File: src/rtl/iobuf_halfduplex_ctrl_pkg.sv
// Package iobuf_hd_pkg: shared definitions for the half-duplex pad-bus controller.
//   hd_state_t : 2-bit controller state encoding (LISTEN, TURN_TX, DRIVE, TURN_RX)
//   cnt_width  : width of a counter that must hold the values 0..max_count
package iobuf_hd_pkg;

   typedef enum logic [1:0] {
      LISTEN  = 2'd0,
      TURN_TX = 2'd1,
      DRIVE   = 2'd2,
      TURN_RX = 2'd3
   } hd_state_t;

   function automatic int cnt_width(input int max_count);
      return (max_count < 2) ? 1 : $clog2(max_count + 1);
   endfunction

endpackage

File: src/rtl/iobuf_halfduplex_ctrl_if.sv
// Interface iobuf_halfduplex_ctrl_if: the TX handshake, RX delivery and IOBUF pad
// signals of one half-duplex controller.
//   TX_DATA/TX_VALID/TX_READY : word source handshake
//   RX_DATA/RX_VALID          : sampled words, one-cycle valid pulse
//   SAMPLE_EN                 : peer strobe qualifying sampling while listening
//   FORCE_HIZ                 : global tri-state override
//   PAD_I/PAD_T/PAD_O         : IOBUF I, T (1 = high-Z) and O
// modport slave  : the controller side
// modport master : the user / pad side
interface iobuf_halfduplex_ctrl_if #(
   parameter int W = 8
);
   logic [W-1:0] TX_DATA;
   logic         TX_VALID;
   logic         TX_READY;
   logic [W-1:0] RX_DATA;
   logic         RX_VALID;
   logic         SAMPLE_EN;
   logic         FORCE_HIZ;
   logic [W-1:0] PAD_I;
   logic         PAD_T;
   logic [W-1:0] PAD_O;

   modport slave (
      input  TX_DATA, TX_VALID, SAMPLE_EN, FORCE_HIZ, PAD_O,
      output TX_READY, RX_DATA, RX_VALID, PAD_I, PAD_T
   );

   modport master (
      output TX_DATA, TX_VALID, SAMPLE_EN, FORCE_HIZ, PAD_O,
      input  TX_READY, RX_DATA, RX_VALID, PAD_I, PAD_T
   );
endinterface

File: src/rtl/iobuf_halfduplex_ctrl_rx_stage.sv
// Module iobuf_hd_rx_stage: captures PAD_O into RX_DATA when a sample is requested.
// Build option: IOBUF_RXREG2_EN defined inserts a second register stage (latency 2);
// undefined gives a single stage (latency 1).
//   clk      in  clock
//   srst     in  synchronous active-high reset, clears every stage
//   sample   in  take PAD_O this cycle
//   pad_o    in  W-bit bus value
//   rx_data  out last delivered word (holds between samples)
//   rx_valid out one-cycle pulse per delivered word
module iobuf_hd_rx_stage #(
   parameter int W = 8
) (
   input  logic         clk,
   input  logic         srst,
   input  logic         sample,
   input  logic [W-1:0] pad_o,
   output logic [W-1:0] rx_data,
   output logic         rx_valid
);

   logic         load;
   logic [W-1:0] load_data;
   logic [W-1:0] rx_data_reg;
   logic         rx_valid_reg;

`ifdef IOBUF_RXREG2_EN
   logic [W-1:0] s1_data_reg;
   logic         s1_valid_reg;

   // First stage runs regardless of controller state so a sample taken on
   // the last LISTEN cycle still reaches the output.
   always_ff @(posedge clk) begin
      if (srst) begin
         s1_data_reg  <= '0;
         s1_valid_reg <= 1'b0;
      end else begin
         s1_valid_reg <= sample;
         if (sample) begin
            s1_data_reg <= pad_o;
         end
      end
   end

   assign load      = s1_valid_reg;
   assign load_data = s1_data_reg;
`else
   assign load      = sample;
   assign load_data = pad_o;
`endif

   genvar gi;
   generate
      for (gi = 0; gi < W; gi++) begin : g_rx_bit
         always_ff @(posedge clk) begin
            if (srst) begin
               rx_data_reg[gi] <= 1'b0;
            end else if (load) begin
               rx_data_reg[gi] <= load_data[gi];
            end
         end
      end
   endgenerate

   always_ff @(posedge clk) begin
      if (srst) begin
         rx_valid_reg <= 1'b0;
      end else begin
         rx_valid_reg <= load;
      end
   end

   assign rx_data  = rx_data_reg;
   assign rx_valid = rx_valid_reg;

endmodule

File: src/rtl/iobuf_halfduplex_ctrl.sv
// Module iobuf_halfduplex_ctrl: half-duplex controller for a shared W-bit tri-state
// pad bus built from per-bit IOBUF cells. Listens (samples PAD_O on SAMPLE_EN),
// turns the bus around with TURN_CYCLES dead cycles, drives up to MAX_BURST TX
// beats, then turns back.
// Build option: IOBUF_RXREG2_EN adds a second RX register stage (RX latency 2).
//   C    in  clock, rising edge
//   R    in  synchronous active-high reset
//   bus  slave modport of iobuf_halfduplex_ctrl_if (TX handshake, RX, pads)
module iobuf_halfduplex_ctrl
   import iobuf_hd_pkg::*;
#(
   parameter int W           = 8,
   parameter int TURN_CYCLES = 2,
   parameter int MAX_BURST   = 16
) (
   input  logic                    C,
   input  logic                    R,
   iobuf_halfduplex_ctrl_if.slave  bus
);

   localparam int TW = cnt_width(TURN_CYCLES);
   localparam int BW = cnt_width(MAX_BURST);
   localparam logic [TW-1:0] TURN_LAST  = TW'(TURN_CYCLES - 1);
   localparam logic [BW-1:0] BURST_LAST = BW'(MAX_BURST - 1);

   hd_state_t     state_reg,     state_next;
   logic [TW-1:0] turn_cnt_reg,  turn_cnt_next;
   logic [BW-1:0] burst_cnt_reg, burst_cnt_next;
   logic          pad_t_reg;
   logic [W-1:0]  pad_i_reg;

   logic in_drive;
   logic accept;
   logic turn_done;
   logic sample;

   assign in_drive  = (state_reg == DRIVE);
   assign accept    = in_drive & ~bus.FORCE_HIZ & bus.TX_VALID;
   assign turn_done = (turn_cnt_reg == TURN_LAST);
   assign sample    = (state_reg == LISTEN) & bus.SAMPLE_EN;

   // FORCE_HIZ in DRIVE freezes everything: no beat, no exit, counters hold.
   always_comb begin
      state_next     = state_reg;
      turn_cnt_next  = turn_cnt_reg;
      burst_cnt_next = burst_cnt_reg;
      case (state_reg)
         LISTEN: begin
            if (bus.TX_VALID) begin
               state_next    = TURN_TX;
               turn_cnt_next = '0;
            end
         end
         TURN_TX: begin
            if (turn_done) begin
               state_next     = DRIVE;
               turn_cnt_next  = '0;
               burst_cnt_next = '0;
            end else begin
               turn_cnt_next = turn_cnt_reg + 1'b1;
            end
         end
         DRIVE: begin
            if (!bus.FORCE_HIZ) begin
               if (!bus.TX_VALID) begin
                  state_next    = TURN_RX;
                  turn_cnt_next = '0;
               end else begin
                  burst_cnt_next = burst_cnt_reg + 1'b1;
                  if (burst_cnt_reg == BURST_LAST) begin
                     state_next    = TURN_RX;
                     turn_cnt_next = '0;
                  end
               end
            end
         end
         TURN_RX: begin
            if (turn_done) begin
               state_next    = LISTEN;
               turn_cnt_next = '0;
            end else begin
               turn_cnt_next = turn_cnt_reg + 1'b1;
            end
         end
         default: begin
            state_next    = LISTEN;
            turn_cnt_next = '0;
         end
      endcase
   end

   always_ff @(posedge C) begin
      if (R) begin
         state_reg     <= LISTEN;
         turn_cnt_reg  <= '0;
         burst_cnt_reg <= '0;
      end else begin
         state_reg     <= state_next;
         turn_cnt_reg  <= turn_cnt_next;
         burst_cnt_reg <= burst_cnt_next;
      end
   end

   // Pad enable is a flop mirroring "next state is DRIVE" so PAD_T has no
   // decode logic between the state register and the IOBUF T pin.
   always_ff @(posedge C) begin
      if (R) begin
         pad_t_reg <= 1'b1;
         pad_i_reg <= '0;
      end else begin
         pad_t_reg <= (state_next != DRIVE);
         if (accept) begin
            pad_i_reg <= bus.TX_DATA;
         end
      end
   end

   iobuf_hd_rx_stage #(
      .W (W)
   ) u_rx_stage (
      .clk      (C),
      .srst     (R),
      .sample   (sample),
      .pad_o    (bus.PAD_O),
      .rx_data  (bus.RX_DATA),
      .rx_valid (bus.RX_VALID)
   );

   // FORCE_HIZ acts combinationally on the pad, like a global tri-state.
   assign bus.PAD_T    = pad_t_reg | bus.FORCE_HIZ;
   assign bus.PAD_I    = pad_i_reg;
   assign bus.TX_READY = in_drive & ~bus.FORCE_HIZ;

endmodule
File: src/flat_wrapper.sv
// flat-port wrapper written by rule: the top's interface ports become plain ports
module iobuf_halfduplex_ctrl_flat import iobuf_hd_pkg::*;
#(
   parameter int W           = 8,
   parameter int TURN_CYCLES = 2,
   parameter int MAX_BURST   = 16
)
  (C, R, bus_TX_DATA, bus_TX_VALID, bus_SAMPLE_EN, bus_FORCE_HIZ, bus_PAD_O, bus_TX_READY, bus_RX_DATA, bus_RX_VALID, bus_PAD_I, bus_PAD_T);
  iobuf_halfduplex_ctrl_if #(.W(W)) bus_i ();
  input  logic C;
  input  logic R;
  input wire logic [$bits(bus_i.TX_DATA)-1:0] bus_TX_DATA;
  input wire logic [$bits(bus_i.TX_VALID)-1:0] bus_TX_VALID;
  input wire logic [$bits(bus_i.SAMPLE_EN)-1:0] bus_SAMPLE_EN;
  input wire logic [$bits(bus_i.FORCE_HIZ)-1:0] bus_FORCE_HIZ;
  input wire logic [$bits(bus_i.PAD_O)-1:0] bus_PAD_O;
  output wire logic [$bits(bus_i.TX_READY)-1:0] bus_TX_READY;
  output wire logic [$bits(bus_i.RX_DATA)-1:0] bus_RX_DATA;
  output wire logic [$bits(bus_i.RX_VALID)-1:0] bus_RX_VALID;
  output wire logic [$bits(bus_i.PAD_I)-1:0] bus_PAD_I;
  output wire logic [$bits(bus_i.PAD_T)-1:0] bus_PAD_T;
  assign bus_i.TX_DATA = bus_TX_DATA;
  assign bus_i.TX_VALID = bus_TX_VALID;
  assign bus_i.SAMPLE_EN = bus_SAMPLE_EN;
  assign bus_i.FORCE_HIZ = bus_FORCE_HIZ;
  assign bus_i.PAD_O = bus_PAD_O;
  assign bus_TX_READY = bus_i.TX_READY;
  assign bus_RX_DATA = bus_i.RX_DATA;
  assign bus_RX_VALID = bus_i.RX_VALID;
  assign bus_PAD_I = bus_i.PAD_I;
  assign bus_PAD_T = bus_i.PAD_T;
  iobuf_halfduplex_ctrl #(.W(W), .TURN_CYCLES(TURN_CYCLES), .MAX_BURST(MAX_BURST)) u_core (.C(C), .R(R), .bus(bus_i));
endmodule
File: config.mk
export PLATFORM = sky130hd
export DESIGN_NAME = iobuf_halfduplex_ctrl_flat
export DESIGN_NICKNAME = d
export VERILOG_FILES = /design/src/rtl/iobuf_halfduplex_ctrl_pkg.sv /design/src/rtl/iobuf_halfduplex_ctrl_if.sv /design/src/rtl/iobuf_halfduplex_ctrl_rx_stage.sv /design/src/rtl/iobuf_halfduplex_ctrl.sv /design/src/flat_wrapper.sv
export SDC_FILE = /design/constraint.sdc
export NUM_CORES = 1
export LEC_CHECK = 0
export BUFFER_PORTS_ARGS = -buffer_cell sky130_fd_sc_hd__buf_2
export CAP_MARGIN = 20
export CORE_MARGIN = 4
export CORE_UTILIZATION = 50
export CTS_BUF_LIST = sky130_fd_sc_hd__clkbuf_8
export DETAILED_ROUTE_END_ITERATION = 10
export PLACE_DENSITY = 0.81
export SYNTH_ARGS = -nofsm -noshare
export SYNTH_HDL_FRONTEND = slang
export SYNTH_SLANG_ARGS = --single-unit
File: constraint.sdc
create_clock -name C -period 1.7 [get_ports C]
set_input_delay 0.17 -clock C [delete_from_list [all_inputs] [get_ports C]]
set_output_delay 0.17 -clock C [all_outputs]
set_load 0.01 [all_outputs]
After elaboration in Yosys (flattened, before gate mapping)
Index checks and enable logic that the tools add are counted.
{ "word_totals": {"regBits": 27, "in_bits": 21, "out_inout_bits": 19, "word_cells": 54} }
{ "classes": {"add_sub_neg": 2, "n_eq_ne": 11, "n_mux": 17, "bitwise_logic": 5, "n_reduce_logical": 5} }
{ "op_table": {"columns": ["cell", "count"], "rows": [
  ["$mux 2", 11],
  ["$mux 5", 3],
  ["$pmux 5 s2", 1],
  ["$ne 2x2->1 const B", 4],
  ["$pmux 2 s4", 1],
  ["$pmux 2 s3", 1],
  ["$add 5x1->5 const B", 1],
  ["$eq 5x4->1 const B", 1],
  ["$eq 2x1->1 const B", 2],
  ["$eq 2x2->1 const B", 2],
  ["$reduce_and 4->1", 1],
  ["$and 1x1->1", 3],
  ["$ne 3x3->1 const B", 1],
  ["$reduce_and 3->1", 1],
  ["$add 2x1->2 const B", 1],
  ["$logic_not 2->1", 1],
  ["$ne 2x1->1 const B", 1],
  ["$reduce_bool 2->1", 1],
  ["$reduce_or 2->1", 1],
  ["$not 1->1", 1],
  ["$or 1x1->1", 1]
]} }

Depth between registers and ports, before layout
Gate-level depths: netlist (run 1).
{ "depth": {"word_depth": 6, "ltp_mapped": 6, "ltp_nobuf": 6} }

By module
A second synthesis (run 1) with hierarchy kept.
{ "unflattened": {"hier_cells": 118, "hier_area_um2": 1097.3} }
{ "modules_own_cells": {"columns": ["module", "n_inst", "cells_per_inst", "area_each_um2"], "rows": [
  ["iobuf_halfduplex_ctrl", 1, 90, 784.5],
  ["iobuf_hd_rx_stage", 1, 28, 312.8]
]} }

Least setup slack after synthesis (run 1)
Ideal clock, no wire load.
{ "synth_timing": {"kind": "flip-flop to flip-flop", "startpoint": "register u_core.burst_cnt_reg[0]", "endpoint": "register u_core.state_reg[0]", "setup_time_ns": 0.116, "arrival_ns": 1.293, "required_time_ns": 1.584, "path_slack_ns": 0.292, "path_stages_with_launch": 7, "path_buffers": 0, "path_cell_list": "dfxtp_1 ha_1 and3_1 ha_1 nor2b_1 o311ai_2 and3b_1"} }
{ "synth_between": {"elab_chain_len": 5} }
{ "synth_rtl": {"columns": ["element", "line", "text"], "rows": [
  ["from (decl)", "iobuf_halfduplex_ctrl.sv:28", "logic [BW-1:0] burst_cnt_reg, burst_cnt_next;"],
  ["from (signal assigned)", "iobuf_halfduplex_ctrl.sv:100", "burst_cnt_reg <= burst_cnt_next;"],
  ["$eq 5x4->1", "iobuf_halfduplex_ctrl.sv:70", "if (burst_cnt_reg == BURST_LAST) begin"],
  ["$mux 2", "iobuf_halfduplex_ctrl.sv:70", null],
  ["$mux 2", "iobuf_halfduplex_ctrl.sv:65", "if (!bus.TX_VALID) begin"],
  ["$mux 2", "iobuf_halfduplex_ctrl.sv:64", "if (!bus.FORCE_HIZ) begin"],
  ["$pmux 2 s4", "iobuf_halfduplex_ctrl.sv:47", "case (state_reg)"],
  ["to (signal assigned)", "iobuf_halfduplex_ctrl.sv:98", "state_reg <= state_next;"],
  ["to (decl)", "iobuf_halfduplex_ctrl.sv:26", "hd_state_t state_reg, state_next;"]
]} }
No other way between the ends.
A chain may end at the register's enable or synchronous reset.

Worst setup path after layout (run 1)
Ends and elaborated chain as after synthesis.

==> results of run 1 <==
[layout by cell type (no fill, tap or decap)]
cell type                   instances
sky130_fd_sc_hd__o211ai_1           1
sky130_fd_sc_hd__a21oi_1           15
sky130_fd_sc_hd__and3_1             1
sky130_fd_sc_hd__o22ai_1            1
sky130_fd_sc_hd__nand4bb_4          1
sky130_fd_sc_hd__nor3b_1            1
sky130_fd_sc_hd__clkinv_2           1
sky130_fd_sc_hd__nand2_1           18
sky130_fd_sc_hd__nor3_1             1
sky130_fd_sc_hd__ha_1               2
sky130_fd_sc_hd__nand4bb_1          1
sky130_fd_sc_hd__o21ai_0            2
sky130_fd_sc_hd__nand2b_1           7
sky130_fd_sc_hd__buf_4              1
sky130_fd_sc_hd__clkbuf_8           3
sky130_fd_sc_hd__and3b_1            1
sky130_fd_sc_hd__nand3_1            4
sky130_fd_sc_hd__or3_1              2
sky130_fd_sc_hd__nor2_1             8
sky130_fd_sc_hd__nand3b_1           1
sky130_fd_sc_hd__inv_1              4
sky130_fd_sc_hd__buf_2             39
sky130_fd_sc_hd__nor2b_1            2
sky130_fd_sc_hd__o311ai_2           1
sky130_fd_sc_hd__and4bb_2           1
sky130_fd_sc_hd__or2_2              1
sky130_fd_sc_hd__dfxtp_1           27
sky130_fd_sc_hd__a21o_1             1
sky130_fd_sc_hd__mux2i_1            8
[power by group]
group	switching (mW)	leakage, nW	internal [mW]
Clock	0.184	0.0255	0.164
Combinational	0.0631	0.334	0.0647
Sequential	0.0171	0.220	0.654
[cell type report]
| cell class | count | area share (%) |
|---|---|---|
| multi-input combinational | 81 | 37.7 |
| tap | 27 | 2.51 |
| inverter | 4 | 1.12 |
| clock inverter | 1 | 0.372 |
| clock buffer | 3 | 3.07 |
| sequential | 27 | 40.2 |
| timing repair buffer | 40 | 15.1 |
[critical path, stage by stage (launching register included)]
cell and delay [ns]:
sky130_fd_sc_hd__dfxtp_1 0.34, sky130_fd_sc_hd__ha_1 0.21, sky130_fd_sc_hd__and3_1 0.18, sky130_fd_sc_hd__ha_1 0.18
sky130_fd_sc_hd__nor2b_1 0.18, sky130_fd_sc_hd__o311ai_2 0.12, sky130_fd_sc_hd__and3b_1 0.20
[how the worst min path moves through the flow]
stage / startpoint / to / slack [ns] / cells after the start
after floorplan: bus_TX_DATA[0] / u_core.bus.PAD_I[0]$_SDFFE_PP0P_ / 0.31 / 2
after global placement: bus_PAD_O[2] / u_core.u_rx_stage.rx_data[2]$_SDFFE_PP0P_ / 0.40 / 3
after detailed placement: bus_PAD_O[4] / u_core.u_rx_stage.rx_data[4]$_SDFFE_PP0P_ / 0.42 / 3
after CTS: bus_TX_DATA[5] / u_core.bus.PAD_I[5]$_SDFFE_PP0P_ / 0.13 / 3
after global routing: bus_TX_DATA[7] / u_core.bus.PAD_I[7]$_SDFFE_PP0P_ / 0.14 / 3
final: bus_PAD_O[4] / u_core.u_rx_stage.rx_data[4]$_SDFFE_PP0P_ / 0.14 / 3
[through the flow]
stage / util, % / hold slack [ns] / setup WS (ns)
finish: 66.5 / 0.136 / 0.182
floorplan: - / 0.306 / 0.292
detailed placement: 64.2 / 0.419 / 0.195
CTS: 66.5 / 0.125 / 0.178
global route: 66.5 / 0.141 / 0.0867
global placement: 64.2 / 0.403 / 0.248
[cells by family (layout without fill, tap and decap cells)]
family | Yosys count | after routing | synth area share, %
muxes | 8 | 8 | 7.32
DFF | 27 | 27 | 49.4
buffers and inverters | 10 | 48 | 4.23
adders and majority gates | 2 | 2 | 2.29
AOI/OAI and AO/OA | 21 | 21 | 11.2
and+or+nand+nor | 50 | 50 | 25.5
[per-layer routing]
| layer | routed length, µm | part of all wire, % | vias up |
|---|---|---|---|
| li1 | - | - | 472 |
| met1 | 958 | 43 | 411 |
| met2 | 1130 | 51 | 23 |
| met3 | 140 | 6.3 | 2 |
| met4 | 7 | 0.31 | 0 |
| met5 | 0 | 0 | - |
==> summary.md, run 1 <==
| Metric | Value |
|---|---|
| Post-Route WL | `2240 µm` |
| Unrepaired setup endpoints after global routing | `no` |
| Worst reg2reg path startpoint | `u_core.burst_cnt_reg[0]$_SDFFE_PP0P_` |
| Total Die Area | `3000 µm²` |
| Final Hold Viols | `0` |
| FF+latch count, synth | `27` |
| Worst Setup SP | `u_core.burst_cnt_reg[0]$_SDFFE_PP0P_` |
| Synthesized cell area | `1090 µm²` |
| Global placer's final weighted congestion | `0.696` |
| Total placed instance area | `1300 µm²` |
| Min Clock Period, post-route | `1.52 ns` |
| Antenna violation net count after detailed routing | `0` |
| Worst Path Required | `1.86 ns` |
| Arrival @ worst endpoint | `1.68 ns` |
| Timing endpoint of the critical path | `u_core.state_reg[0]$_SDFF_PP0_` |
| CTS-repair resized insts | `0` |
| Fraction of final layout cells sized beyond drive strength 1 | `30.8%` |
| Library cells used by synthesis | `29` |
| Largest area contributor in the synthesized netlist | `sky130_fd_sc_hd__dfxtp_1` |
| Vias in the first global route | `882` |
| Level count of the clock H-tree | `1` |
| Post-layout nets | `180` |
| Slew Limit Fails | `0` |
| Clock buffer count from CTS | `3` |
| Worst rel slew slack | `69.8%` |
| Met3 GRT Util | `3.81%` |
| Fill cell total of the finished layout | `174` |
| Worst skew pair latency | `0.26 ns` |
| Global-route wire length before repair | `3680 µm` |
| Total of warnings raised by yosys | `0` |
| Critical setup path kind | `flop to flop` |
| Crit. End Element | `flop` |
| N_diodes | `0` |
| Overall track demand over capacity in global routing | `16.8%` |
| Net count of the mapped netlist | `141` |
| Skew final | `0.00529 ns` |
| Maximum fanout count along the critical path | `4` |
| Buffer cell driving the clock tree root | `sky130_fd_sc_hd__clkbuf_8` |
| Placeable core region | `2020 µm²` |
| Number of max-cap violations | `0` |
| DRT Pass-1 Iters | `4` |
| Area fraction of the dominant cell type after synthesis | `49.4%` |
| Final standard cell area without fillers | `1350 µm²` |
| Total Neg Setup Slack | `0 ns` |
| Result of the run | `complete, no violations` |
| CTS Hold Buffers Added | `0` |
| Count of buffers added by post-CTS timing repair for setup | `0` |
| Post-DP HPWL | `1630 µm` |
| Total vias in the final route | `908` |
| Number of standard cells in the layout, taps in and fillers out | `183` |
| Post-Syn Instances | `118` |
| Initial antenna violation count | `0` |
| Portion of the clock cycle consumed by the worst path in the final layout | `89.3%` |
| Pin count of the biggest net entering global routing | `28` |
| Post-synthesis async set-or-reset flop share | `0%` |
| Leak pwr | `0.579 nW` |
| Power Total | `1.15 mW` |
| Cell types occupying the most area after synthesis | `sky130_fd_sc_hd__dfxtp_1 49%, sky130_fd_sc_hd__mux2i_1 7.3%, sky130_fd_sc_hd__a21oi_1 6.9%` |
| CTS tree | `built` |
| Most repeated cell in the gate-level netlist after synthesis | `sky130_fd_sc_hd__dfxtp_1` |
| Total area of sequential cells | `541 µm²` |
| Clock-pin slew on the worst setup and hold paths | `0.09 ns` |
| Worst IR drop on VDD | `0.631 mV` |
| Deepest clock path buffer count | `2` |
| Post-synth EDFFs | `0` |
| Area of the multi-input gates | `507 µm²` |
| Die Span X | `54.8 µm` |
| Area added between synthesis and finish | `23.0%` |
| Mean routed wirelength per cell | `12.2 µm` |
| Number of setup violations in the final report | `0` |
| Mean instance size in the synthesized netlist | `9.27 µm²` |
| Cells after DPL | `179` |
| GRT met2 Usage | `30.3%` |
| Hold Crit Class | `input pin to flop` |
| Count of boundary I/O pins | `40` |
| Detailed Route Iter0 Violations | `12` |
| GRT Max-Usage Layer | `met2` |
| Setup slack on the worst flop-to-flop path | `0.18 ns` |
| Vertical die dimension | `54.8 µm` |
| R2r worst-path depth | `6` |
| Category of the worst setup path launch point | `flop` |
| Top cell types by occurrence after synthesis | `27 x sky130_fd_sc_hd__dfxtp_1, 18 x sky130_fd_sc_hd__nand2_1, 15 x sky130_fd_sc_hd__a21oi_1, 8 x sky130_fd_sc_hd__mux2i_1, 8 x sky130_fd_sc_hd__nor2_1` |
| M1 GR Usage | `19.0%` |
| Count of buffers inserted at the top-level ports | `39` |
| Cell Rows | `16` |
| Most instantiated flip-flop cell in the synthesis netlist | `sky130_fd_sc_hd__dfxtp_1` |
| Vias per cell | `4.96` |
| Count of unresolved DRC violations after routing | `0` |
| Initial cell density of the core | `54.1%` |
| Timing-limited maximum frequency | `659 MHz` |
| Post-synthesis sequential area ratio | `49.4%` |
| Actual transition at the worst max-transition pin | `0.454 ns` |
| Total clock sinks | `27` |
| Terminus of the critical flop-to-flop path | `u_core.state_reg[0]$_SDFF_PP0_` |
| Power density over the cells | `853 nW/µm²` |
| Total congestion overflow after global routing | `0` |
No activity file was read; power rests on OpenSTA's default activity.
==> run 2, diff against run 1 <==
GPL_TIMING_DRIVEN = 0   (was unset)
RECOVER_POWER = 25   (was unset)
TNS_END_PERCENT = 50   (was unset)
==> run 2 against run 1 <==
  * Flip-flop and latch count is the same
  * Clock power grew 4%
  * Sequential power is essentially flat
==> summary.md, run 2 (same netlist as run 1, synthesis figures left out) <==
| Metric | Value |
|---|---|
| Result of the run | `complete, no violations` |
| Final Hold Viols | `0` |
| Least setup slack across all paths after layout | `0.143 ns` |
| Total area of sequential cells | `541 µm²` |
| Skew final | `0.00309 ns` |
| Global placer's final weighted congestion | `0.725` |
| Total Die Area | `3000 µm²` |
| Category of the worst setup path launch point | `flop` |
| Highest-count cells in the layout ignoring fill and taps | `28 x sky130_fd_sc_hd__buf_2, 27 x sky130_fd_sc_hd__dfxtp_1, 18 x sky130_fd_sc_hd__nand2_1` |
| CTS Hold Buffers Added | `0` |
| Vias per cell | `5.04` |
| Count of buffers added by post-CTS timing repair for setup | `0` |
| CTS tree | `built` |
| Vias in the first global route | `905` |
| Total clock sinks | `27` |
| Deepest clock path buffer count | `2` |
| Worst IR drop on VDD | `0.612 mV` |
| Initial cell density of the core | `54.1%` |
| Buffer cell driving the clock tree root | `sky130_fd_sc_hd__clkbuf_8` |
| Final standard cell area without fillers | `1350 µm²` |
| Clock buffer count from CTS | `3` |
| Arrival @ worst endpoint | `1.73 ns` |
| Number of max-cap violations | `0` |
| Actual transition at the worst max-transition pin | `0.431 ns` |
| Count of buffers inserted at the top-level ports | `38` |
| Worst skew pair latency | `0.27 ns` |
| Slew Limit Fails | `0` |
| CTS-repair resized insts | `0` |
| Number of setup violations in the final report | `0` |
| Initial antenna violation count | `0` |
| Cell type of the slowest stage on the worst timing path | `sky130_fd_sc_hd__dfxtp_1` |
| Fraction of final layout cells sized beyond drive strength 1 | `23.8%` |
| Placeable core region | `2020 µm²` |
| Post-DP HPWL | `1820 µm` |
| Cell Rows | `16` |
| Leak pwr | `0.540 nW` |
| Fill cell total of the finished layout | `183` |
| DRT Pass-1 Iters | `4` |
| Worst hold slack | `0.126 ns` |
| Total vias in the final route | `943` |
| Hold Crit Class | `input pin to flop` |
| Die Span X | `54.8 µm` |
| Unrepaired setup endpoints after global routing | `no` |
| Worst Path Required | `1.88 ns` |
| Combined buffer and inverter count along the critical path | `0` |
| Total congestion overflow after global routing | `0` |
| Detailed Route Iter0 Violations | `8` |
| Crit. End Element | `flop` |
| Mean routed wirelength per cell | `12.6 µm` |
| Commonest non-fill, non-tap cell in the layout | `sky130_fd_sc_hd__buf_2` |
| N_diodes | `0` |
| Fin util | `66.8%` |
| Timing-limited maximum frequency | `642 MHz` |
| Maximum fanout count along the critical path | `4` |
| Count of unresolved DRC violations after routing | `0` |
| Number of standard cells in the layout, taps in and fillers out | `187` |
| Vertical die dimension | `54.8 µm` |
| Pin count of the biggest net entering global routing | `16` |
| Level count of the clock H-tree | `1` |
| Family with the most delay on the worst path | `simple AND/OR/NAND/NOR gates` |
| Min Clock Period, post-route | `1.56 ns` |
| Global-route wire length before repair | `3880 µm` |
| Antenna violation net count after detailed routing | `0` |
| Post-Route WL | `2350 µm` |
| Area of the multi-input gates | `507 µm²` |
| Cells after DPL | `183` |
| Worst rel slew slack | `71.3%` |
| Total placed instance area | `1320 µm²` |
| Cell-by-cell listing of the critical path | `ha_1 -> and3_1 -> ha_1 -> nor2b_1 -> o311ai_2 -> and3b_1` |
| Count of boundary I/O pins | `40` |
| Pre-CTS setup slack | `0.157 ns` |
| Total Neg Setup Slack | `0 ns` |
| Power Total | `1.16 mW` |
| Post-layout nets | `184` |
| Area added between synthesis and finish | `23.5%` |
| Critical setup path kind | `flop to flop` |
| Portion of the clock cycle consumed by the worst path in the final layout | `91.6%` |
| Clock-pin slew on the worst setup and hold paths | `0.09 ns` |
| Power density over the cells | `860 nW/µm²` |
| Cell with the most instances on the worst path | `sky130_fd_sc_hd__ha_1` |
| Slowest cell delay on critical path | `0.34 ns` |
| Overall track demand over capacity in global routing | `18.2%` |
## run 2: cell types whose count changed in the layout (fill, tap and decap cells not counted)
| cell | change |
|---|---|
| sky130_fd_sc_hd__buf_2 | -11 |
| sky130_fd_sc_hd__clkbuf_1 | +13 |
| sky130_fd_sc_hd__buf_4 | +1 |
| sky130_fd_sc_hd__buf_1 | +1 |
## run 2: tightest hold or removal path: stages
cell and delay (ns):
sky130_fd_sc_hd__buf_2 0.09, sky130_fd_sc_hd__nand2_1 0.04, sky130_fd_sc_hd__a21oi_1 0.05
## run 2: area by class of cell
cell class	count	area share, %
flip-flops and latches	27	40.0
multi-input cells	81	37.5
repair buffers	38	13.1
clock buffers	3	3.06
well taps	27	2.50
plain buffers	6	2.32
inverters	4	1.11
clock inverters	1	0.371
## run 2: report_power, final
part           switching, mW  internal [mW]  leakage, nW
combinational         0.0652         0.0631        0.295
clock                  0.196          0.164       0.0255
sequential            0.0175          0.655        0.220
## run 2: routing by layer
layer / global-route usage [%] / vias to the layer above / wire length, µm
li1: - / 480 / -
met1: 19.9 / 430 / 926
met2: 32.7 / 28 / 1220
met3: 3.81 / 5 / 158
met4: 8.71 / 0 / 38
met5: 0 / - / 0
## run 2: worst paths after layout
path | from | end | depth (start not counted) | slack, ns
worst max-delay path | u_core.burst_cnt_reg[0]$_SDFFE_PP0P_ | u_core.state_reg[0]$_SDFF_PP0_ | 6 | 0.14
worst min-delay path | bus_TX_DATA[5] | u_core.bus.PAD_I[5]$_SDFFE_PP0P_ | 3 | 0.13
worst min register to register | u_core.bus.PAD_I[7]$_SDFFE_PP0P_ | u_core.bus.PAD_I[7]$_SDFFE_PP0P_ | 2 | 0.46
worst max register to register | u_core.burst_cnt_reg[0]$_SDFFE_PP0P_ | u_core.state_reg[0]$_SDFF_PP0_ | 6 | 0.14
